[src/rtl/spi_rx_pkg.sv]
// spi_rx_pkg: shared state encoding and defaults for the SPI receive master
package spi_rx_pkg;
  typedef enum logic [1:0] {
    IDLE  = 2'd0,
    START = 2'd1,
    SHIFT = 2'd2,
    STOP  = 2'd3
  } state_t;
  localparam int DATA_BITS_DEF = 32;
endpackage

[src/rtl/sync_2ff.sv]
// sync_2ff: two-flop synchronizer for a single asynchronous bit
module sync_2ff (
  input  logic clk,
  input  logic rst,
  input  logic d,
  output logic q
);
  logic meta;
  // two back-to-back flops give metastability time to resolve
  always_ff @(posedge clk) begin
    meta <= rst ? 1'b0 : d;
    q    <= rst ? 1'b0 : meta;
  end
endmodule

[src/rtl/spi_master_rx.sv]
// spi_master_rx: CPOL=0 SPI master that receives one DATA_BITS word per request
module spi_master_rx
  import spi_rx_pkg::*;
#(
  parameter int CLK_DIV   = 4,
  parameter int DATA_BITS = DATA_BITS_DEF
) (
  input  logic                 clk,
  input  logic                 rst,
  input  logic                 ena,
  input  logic                 miso,
  output logic                 sclk,
  output logic                 cs_n,
  output logic                 not_busy,
  output logic [DATA_BITS-1:0] rx_data,
  output logic                 rx_valid
);
  localparam int CW = $clog2(CLK_DIV);
  localparam int BW = (DATA_BITS > 1) ? $clog2(DATA_BITS) : 1;
  state_t               state, nxt;
  logic [CW-1:0]        cnt;
  logic [BW-1:0]        bit_cnt;
  logic [DATA_BITS-1:0] sr;
  logic                 miso_s;
  logic                 cnt_last, bit_last;
  logic                 sclk_d, cs_n_d, not_busy_d, rise, done;
  assign cnt_last = cnt == CW'(CLK_DIV - 1);
  assign bit_last = bit_cnt == BW'(DATA_BITS - 1);
  sync_2ff u_sync (
    .clk(clk),
    .rst(rst),
    .d  (miso),
    .q  (miso_s)
  );
  // state register
  always_ff @(posedge clk) state <= rst ? IDLE : nxt;
  // next-state: each phase lasts CLK_DIV cycles; SHIFT ends after the last bit's low phase
  always_comb begin
    nxt = IDLE;
    case (state)
      IDLE:    nxt = ena ? START : IDLE;
      START:   nxt = cnt_last ? SHIFT : START;
      SHIFT:   nxt = (cnt_last && !sclk && bit_last) ? STOP : SHIFT;
      STOP:    nxt = cnt_last ? IDLE : STOP;
      default: nxt = IDLE;
    endcase
  end
  // output decode: next values of the registered outputs; sclk doubles as the SHIFT phase bit
  always_comb begin
    sclk_d     = (nxt == SHIFT) && ((state != SHIFT) || (cnt_last ? !sclk : sclk));
    cs_n_d     = !(nxt == START || nxt == SHIFT);
    not_busy_d = nxt == IDLE;
    rise       = sclk_d && !sclk;
    done       = (state == STOP) && (nxt == IDLE);
  end
  // registered outputs, counters and shift register; sample miso on every sclk rise
  always_ff @(posedge clk) begin
    if (rst) begin
      sclk     <= 1'b0;
      cs_n     <= 1'b1;
      not_busy <= 1'b1;
      rx_valid <= 1'b0;
      rx_data  <= '0;
      cnt      <= '0;
      bit_cnt  <= '0;
      sr       <= '0;
    end else begin
      sclk     <= sclk_d;
      cs_n     <= cs_n_d;
      not_busy <= not_busy_d;
      rx_valid <= done;
      cnt      <= (state == IDLE || cnt_last) ? '0 : cnt + CW'(1);
      bit_cnt  <= (state == IDLE) ? '0 : bit_cnt + BW'(state == SHIFT && cnt_last && !sclk && !bit_last);
      if (rise) sr <= {sr[DATA_BITS-2:0], miso_s};
      if (done) rx_data <= sr;
    end
  end
endmodule

[config.mk]
export PLATFORM = sky130hd
export DESIGN_NAME = spi_master_rx
export DESIGN_NICKNAME = d
export VERILOG_FILES = /design/src/rtl/spi_rx_pkg.sv /design/src/rtl/sync_2ff.sv /design/src/rtl/spi_master_rx.sv
export SDC_FILE = /design/constraint.sdc
export NUM_CORES = 1
export LEC_CHECK = 0
export CORE_MARGIN = 5
export CORE_UTILIZATION = 30
export DETAILED_ROUTE_END_ITERATION = 10
export GPL_ROUTABILITY_DRIVEN = 1
export PLACE_DENSITY = 0.52
export SETUP_SLACK_MARGIN = 0.4
export SYNTH_ARGS = -nofsm -noshare
export SYNTH_HDL_FRONTEND = slang
export SYNTH_SLANG_ARGS = --single-unit
[constraint.sdc]
create_clock -name clk -period 2 [get_ports clk]
set_clock_uncertainty 0.1 [all_clocks]
set_input_delay 0.5 -clock clk [delete_from_list [all_inputs] [get_ports clk]]
set_output_delay 0.5 -clock clk [all_outputs]
set_load 0.02 [all_outputs]
# --- Word-level counts from Yosys, hierarchy flattened ---
# Index checks and enable logic that the tools add are counted.
classes:
  n_eq_ne: 8
  mux: 6
  addsub: 2
  n_reduce_logical: 18
op_table:
  columns: ["op", "n"]
  rows:
  - ["$eq A2 B2 Y1 const B", 4]
  - ["$logic_and A1 B1 Y1", 8]
  - ["$pmux W2 S4", 1]
  - ["$add A5 B1 Y5", 1]
  - ["$eq A5 B5 Y1 const B", 1]
  - ["$eq A2 B1 Y1 const B", 2]
  - ["$logic_not A2 Y1", 2]
  - ["$mux W2", 2]
  - ["$reduce_or A2 Y1", 2]
  - ["$logic_not A1 Y1", 3]
  - ["$logic_or A1 B1 Y1", 3]
  - ["$mux W1", 3]
  - ["$add A2 B1 Y2 const B", 1]
  - ["$ne A2 B2 Y1 const B", 1]
totals:
  wordCells: 45
  output_inout_bits: 36
  ff_bits: 79
  inputBits: 4

# --- Logic depth before layout (Yosys ltp) ---
logic_depth:
  word_depth: 8
  mapped_depth: 11
  mapped_depth_nobuf: 9

# --- By module ---
# From an unflattened synthesis, not the netlist that was laid out.
hier_totals:
  cells_unflattened: 306
  hier_area_um2: 2925.3
by_module_without_submodules:
  columns: ["mod", "cells_per_inst", "area_each_um2", "n_inst", "seq_area_each_um2"]
  rows:
  - ["spi_master_rx", 302, 2872.8, 1, 1541.5]
  - ["sync_2ff", 4, 52.6, 1, 40.0]

# --- Worst setup path before layout ---
# Ideal clock, no wire load.
synth_timing:
  path_kind: "register -> register"
  start: "reg cnt[0]"
  end: "reg rx_data[10]"
  setup_ns: 0.132
  required_time_ns: 1.768
  synth_period_minus_slack_ns: 2.175
  t_arrival_ns: 1.942
  n_path_buf: 2
  stages_incl_launch_ff: 12
  path_slack_ns: -0.175
  cell_sequence: "dfxtp_1 ha_1 ha_1 nand4_1 nor3_4 nor2_1 ha_1 and3_1 clkbuf_1 clkbuf_1 nand2_1 a21oi_1"
synth_between:
  elab_chain_len: 7
  word_cells_on_any_way: 9
  classes_between: "eq/ne: 1; mux: 4; reduce/logical: 4"
synth_lines:
  columns: ["element", "line_no", "source"]
  rows:
  - ["start: declaration", "spi_master_rx.sv:21", "logic [CW-1:0] cnt;"]
  - ["start signal: assignment", "spi_master_rx.sv:72", "cnt <= (state == IDLE || cnt_last) ? '0 : cnt + CW'(1);"]
  - ["$eq A2 B2 Y1 (*)", "spi_master_rx.sv:27", "assign cnt_last = cnt == CW'(CLK_DIV - 1);"]
  - ["$logic_and A1 B1 Y1 (2 in a row)", "spi_master_rx.sv:43", "SHIFT: nxt = (cnt_last && !sclk && bit_last) ? STOP : SHIFT;"]
  - ["$mux W1", "spi_master_rx.sv:43", null]
  - ["$pmux W2 S4 (*)", "spi_master_rx.sv:40", "case (state)"]
  - ["$logic_not A2 Y1 (*)", null, null]
  - ["via not_busy_d", "spi_master_rx.sv:26", "logic sclk_d, cs_n_d, not_busy_d, rise, done;"]
  - ["$logic_and A1 B1 Y1 (*)", "spi_master_rx.sv:54", "done = (state == STOP) && (nxt == IDLE);"]
  - ["end signal: assignment", "spi_master_rx.sv:75", "if (done) rx_data <= sr;"]
  - ["end: declaration", "spi_master_rx.sv:15", "output logic [DATA_BITS-1:0] rx_data,"]
# Mark *: on every way through the listed nets, which the timed path passes. The rest lies on a longest branch.
# A chain may end at the register's enable or synchronous reset.

# --- Worst setup path after layout ---
layout_timing:
  start: "reg cnt[0]"
  end: "reg rx_data[14]"
# The elaborated chain is that of the path after synthesis.

==> summary.md <==
| Metric | Value |
|---|---|
| Row Count | 36 |
| Crit Path Category | reg2reg |
| Grt ovf | 0 |
| PD cells | roughly 690 mW/mm² |
| ANT cells | 0 |
| Area grow syn2layout | 35.4% |
| Crit path required time | 2.18 ns |
| Final instance area | 0.00400 mm² |
| Unique masters post-synth | 29 |
| Vias per cell | between 4 and 5 |
| CP max stage cell | dfxtp_2 |
| Critical Path Max Stage Delay | about 0.34 ns |
| Setup WS pre-CTS | -0.339 ns |
| Final ANT Viol Nets | 0 |
| Post-Synthesis Net Count | roughly 320 |
| Ports | 40 |
| CP arrival | 2.11 ns |
| Synth Register Bits | 79 |
| Vias in the first global route | around 2,100 |
| CP Launch Type | register |
| Max Slew Vio Count | 0 |
| Seq/Total Area, Yosys | 0.536 |
| Status | finished clean |
| Crit path max fanout | 12 |
| Largest net degree at the start of global routing | 74 |
| Tmin final | 1.93 ns |
| Final hold violation count | 0 |
| Total number of vias | 2,143 |
| Maximum root-to-sink buffer count | 2 |
| CTS tree | done |
| Initial antenna violation count | 0 |
| Clock buffer count from CTS | 9 |
| # port buffers | 39 |
| Clock Sinks | 79 |
| Clock-pin slew on the worst setup and hold paths | about 0.09 ns |
| Placed Area | between 0.003 and 0.004 mm² |
| Maxcap violations | 0 |
| Worst Path Buf+Inv | 2 |
| Setup-failing EPs final | 0 |
| Final wirelength | approximately 6200 µm |
| Clock latency on the worst-skew pair | about 0.34 ns |
| Routed wl met3 | 231 µm |
| DIE HEIGHT | 109 µm |
| Cell-by-cell trace of the critical path | ha_4 -> buf_4 -> and3b_2 -> nor2_4 -> ha_4 -> and3_4 -> buf_8 -> nand2_1 -> a21oi_1 |
| VDD IR max | ~0.25 mV |
| Total core area | approximately 0.0097 mm² |
| Initial Util | 0.305 |
| Worst Tran Pin Value | 0.338 ns |
| Chip Width | roughly 110 µm |
| Drt pass-1 iters | 4 |
| CTS Hold Bufs | 0 |
| Routability congestion estimate | between 0.6 and 0.7 |
| Slew headroom | 0.774 |
| Synthesized area per cell | 9.58 µm² |
| Worst setup margin | around 0.074 ns |
| Unrepaired setup endpoints after global routing | yes |
| Detail Placement HPWL | ~3700 µm |
| Leakage | roughly 1.4 nW |
| Tightest Hold Check Type | reg2reg |
| Most frequent cell on the critical path | ha_4 |
| DRT met1 WL | 2840 µm |
| H-Tree Depth | 3 |
| F_max | ~520 MHz |
| First-pass GRT wire length | 9760 µm |
| Crit path max-delay family | simple AND/OR/NAND/NOR gates |
| Die ar. | ~0.012 mm² |
| Highest Signal Layer | met4 |
| 1st-iter DRT viols | between 60 and 70 |
| Cells after synthesis | around 310 |
| DRC Markers | 0 |
| Period utilization | 0.963 |
| Total GRT Usage | 0.105 |
| Wire per inst | roughly 12 µm |
| Fin nets | around 370 |
| Synth warn | 0 |
| Critical path endpoint category | register |
| Clk root buf | clkbuf_8 |
| Layout cell share with drive strength beyond 1 | 0.345 |
| Met2 wire len | about 3000 µm |
| Cell Area, Synth | about 0.0030 mm² |
| Power Total | 2.77 mW |
## cells in the final DEF, fill, tap and decap left out, drive strengths merged, types with 3 or more instances in the layout
cell type	synthesis	final
a21oi	33	33
buf	4	36
clkbuf	16	15
clkdlybuf4s15	0	17
clkinvlp	0	3
dfxtp	79	79
ha	5	5
inv	4	7
mux2i	33	33
nand2	65	65
nand2b	34	34
nand3	4	4
nor2	12	12
nor4	3	3
## cell type report
cell class / count / area [µm²]
multi-input combinational: 205 / 1470
timing repair buffer: 61 / 576
fill: 1004 / 5690
sequential: 79 / 1590
tap: 133 / 166
clock buffer: 9 / 124
clock inverter: 7 / 53.8
inverter: 4 / 15.0
## power breakdown
| part | leakage, nW | internal [mW] | switching (mW) |
|---|---|---|---|
| sequential | 0.641 | 1.58 | 0.00585 |
| combinational | 0.715 | 0.0513 | 0.0514 |
| clock | 0.0827 | 0.461 | 0.621 |
## Yosys cell counts
| master | n | area (µm²) |
|---|---|---|
| nor3b_1 | 1 | 7.51 |
| buf_4 | 1 | 7.51 |
| nor4_4 | 1 | 21.3 |
| nand2_1 | 65 | 244 |
| nor4_1 | 2 | 12.5 |
| buf_6 | 3 | 33.8 |
| nor2_2 | 1 | 6.26 |
| and3b_2 | 1 | 10.0 |
| xor2_1 | 2 | 17.5 |
| xnor2_1 | 1 | 8.76 |
| or2_2 | 2 | 12.5 |
| or2b_2 | 1 | 8.76 |
| inv_1 | 3 | 11.3 |
| nor3_4 | 1 | 16.3 |
| nor2b_1 | 2 | 12.5 |
| ha_1 | 5 | 62.6 |
| nand2b_1 | 34 | 213 |
| mux2i_1 | 33 | 330 |
| nand4_1 | 1 | 6.26 |
| clkbuf_1 | 16 | 60.1 |
| dfxtp_1 | 79 | 1580 |
| a22o_4 | 1 | 17.5 |
| and3_1 | 1 | 6.26 |
| nor3_1 | 1 | 5.00 |
| nand3_1 | 4 | 20.0 |
| a21boi_0 | 1 | 7.51 |
| inv_2 | 1 | 3.75 |
| nor2_1 | 11 | 41.3 |
| a21oi_1 | 33 | 165 |
## through the flow
stage | utilization | hold slack [ns] | TNS, ns | std cells
final | 0.413 | 0.335 | 0 | 498
after global routing | 0.413 | 0.346 | -0.123 | 498
after CTS | 0.401 | 0.339 | 0 | 492
after detailed placement | 0.369 | 0.327 | -18.58 | 474
after global placement | 0.369 | 0.318 | -17.31 | 474
after floorplan | - | 0.314 | -0.673 | 308
## state kept, by name, summed over array words and instances, names as in the netlist
| name | cells |
|---|---|
| bit_cnt | 5 |
| u_sync.meta | 1 |
| state | 2 |
| sr | 32 |
| cnt | 2 |
| not_busy | 1 |
| cs_n | 1 |
| u_sync.q | 1 |
| rx_data | 32 |
| rx_valid | 1 |
| sclk | 1 |
## final timing paths
path	end	startpoint	slack [ns]	depth (start not counted)
setup / recovery	rx_data[14]	cnt[0]	0.07	9
hold / removal	cnt[0]	cnt[0]	0.34	1
setup reg to reg	rx_data[14]	cnt[0]	0.07	9
hold reg to reg	cnt[0]	cnt[0]	0.34	1
## layer usage
metal | up-vias | GRT usage
li1 | 1113 | -
met2 | 30 | 0.173
met5 | - | 0
met1 | 988 | 0.125
met4 | 0 | 0.0534
met3 | 12 | 0.0266
## cells by family after synthesis
logic type	Yosys count	synth area share
multiplexers	33	0.112
flip-flops	79	0.536
XOR/XNOR	3	0.00891
buffers and inverters	24	0.0394
AND/OR/NAND/NOR	129	0.218
adder cells (fa/ha/maj)	5	0.0212
AO/OA/AOI/OAI	35	0.0645
## timing repair
action	CTS	global route
resized for setup	128	57
cloned	1	3
setup endpoints to repair	107	89
pin swaps	5	3
buffers inserted	1	3
## worst register-to-register path, stage by stage, from the launching register on
cell and delay (ns):
dfxtp_2 0.34, ha_4 0.18, buf_4 0.14, and3b_2 0.23
nor2_4 0.13, ha_4 0.15, and3_4 0.25, buf_8 0.16
nand2_1 0.08, a21oi_1 0.12
Power figures use the tool's default switching activity.
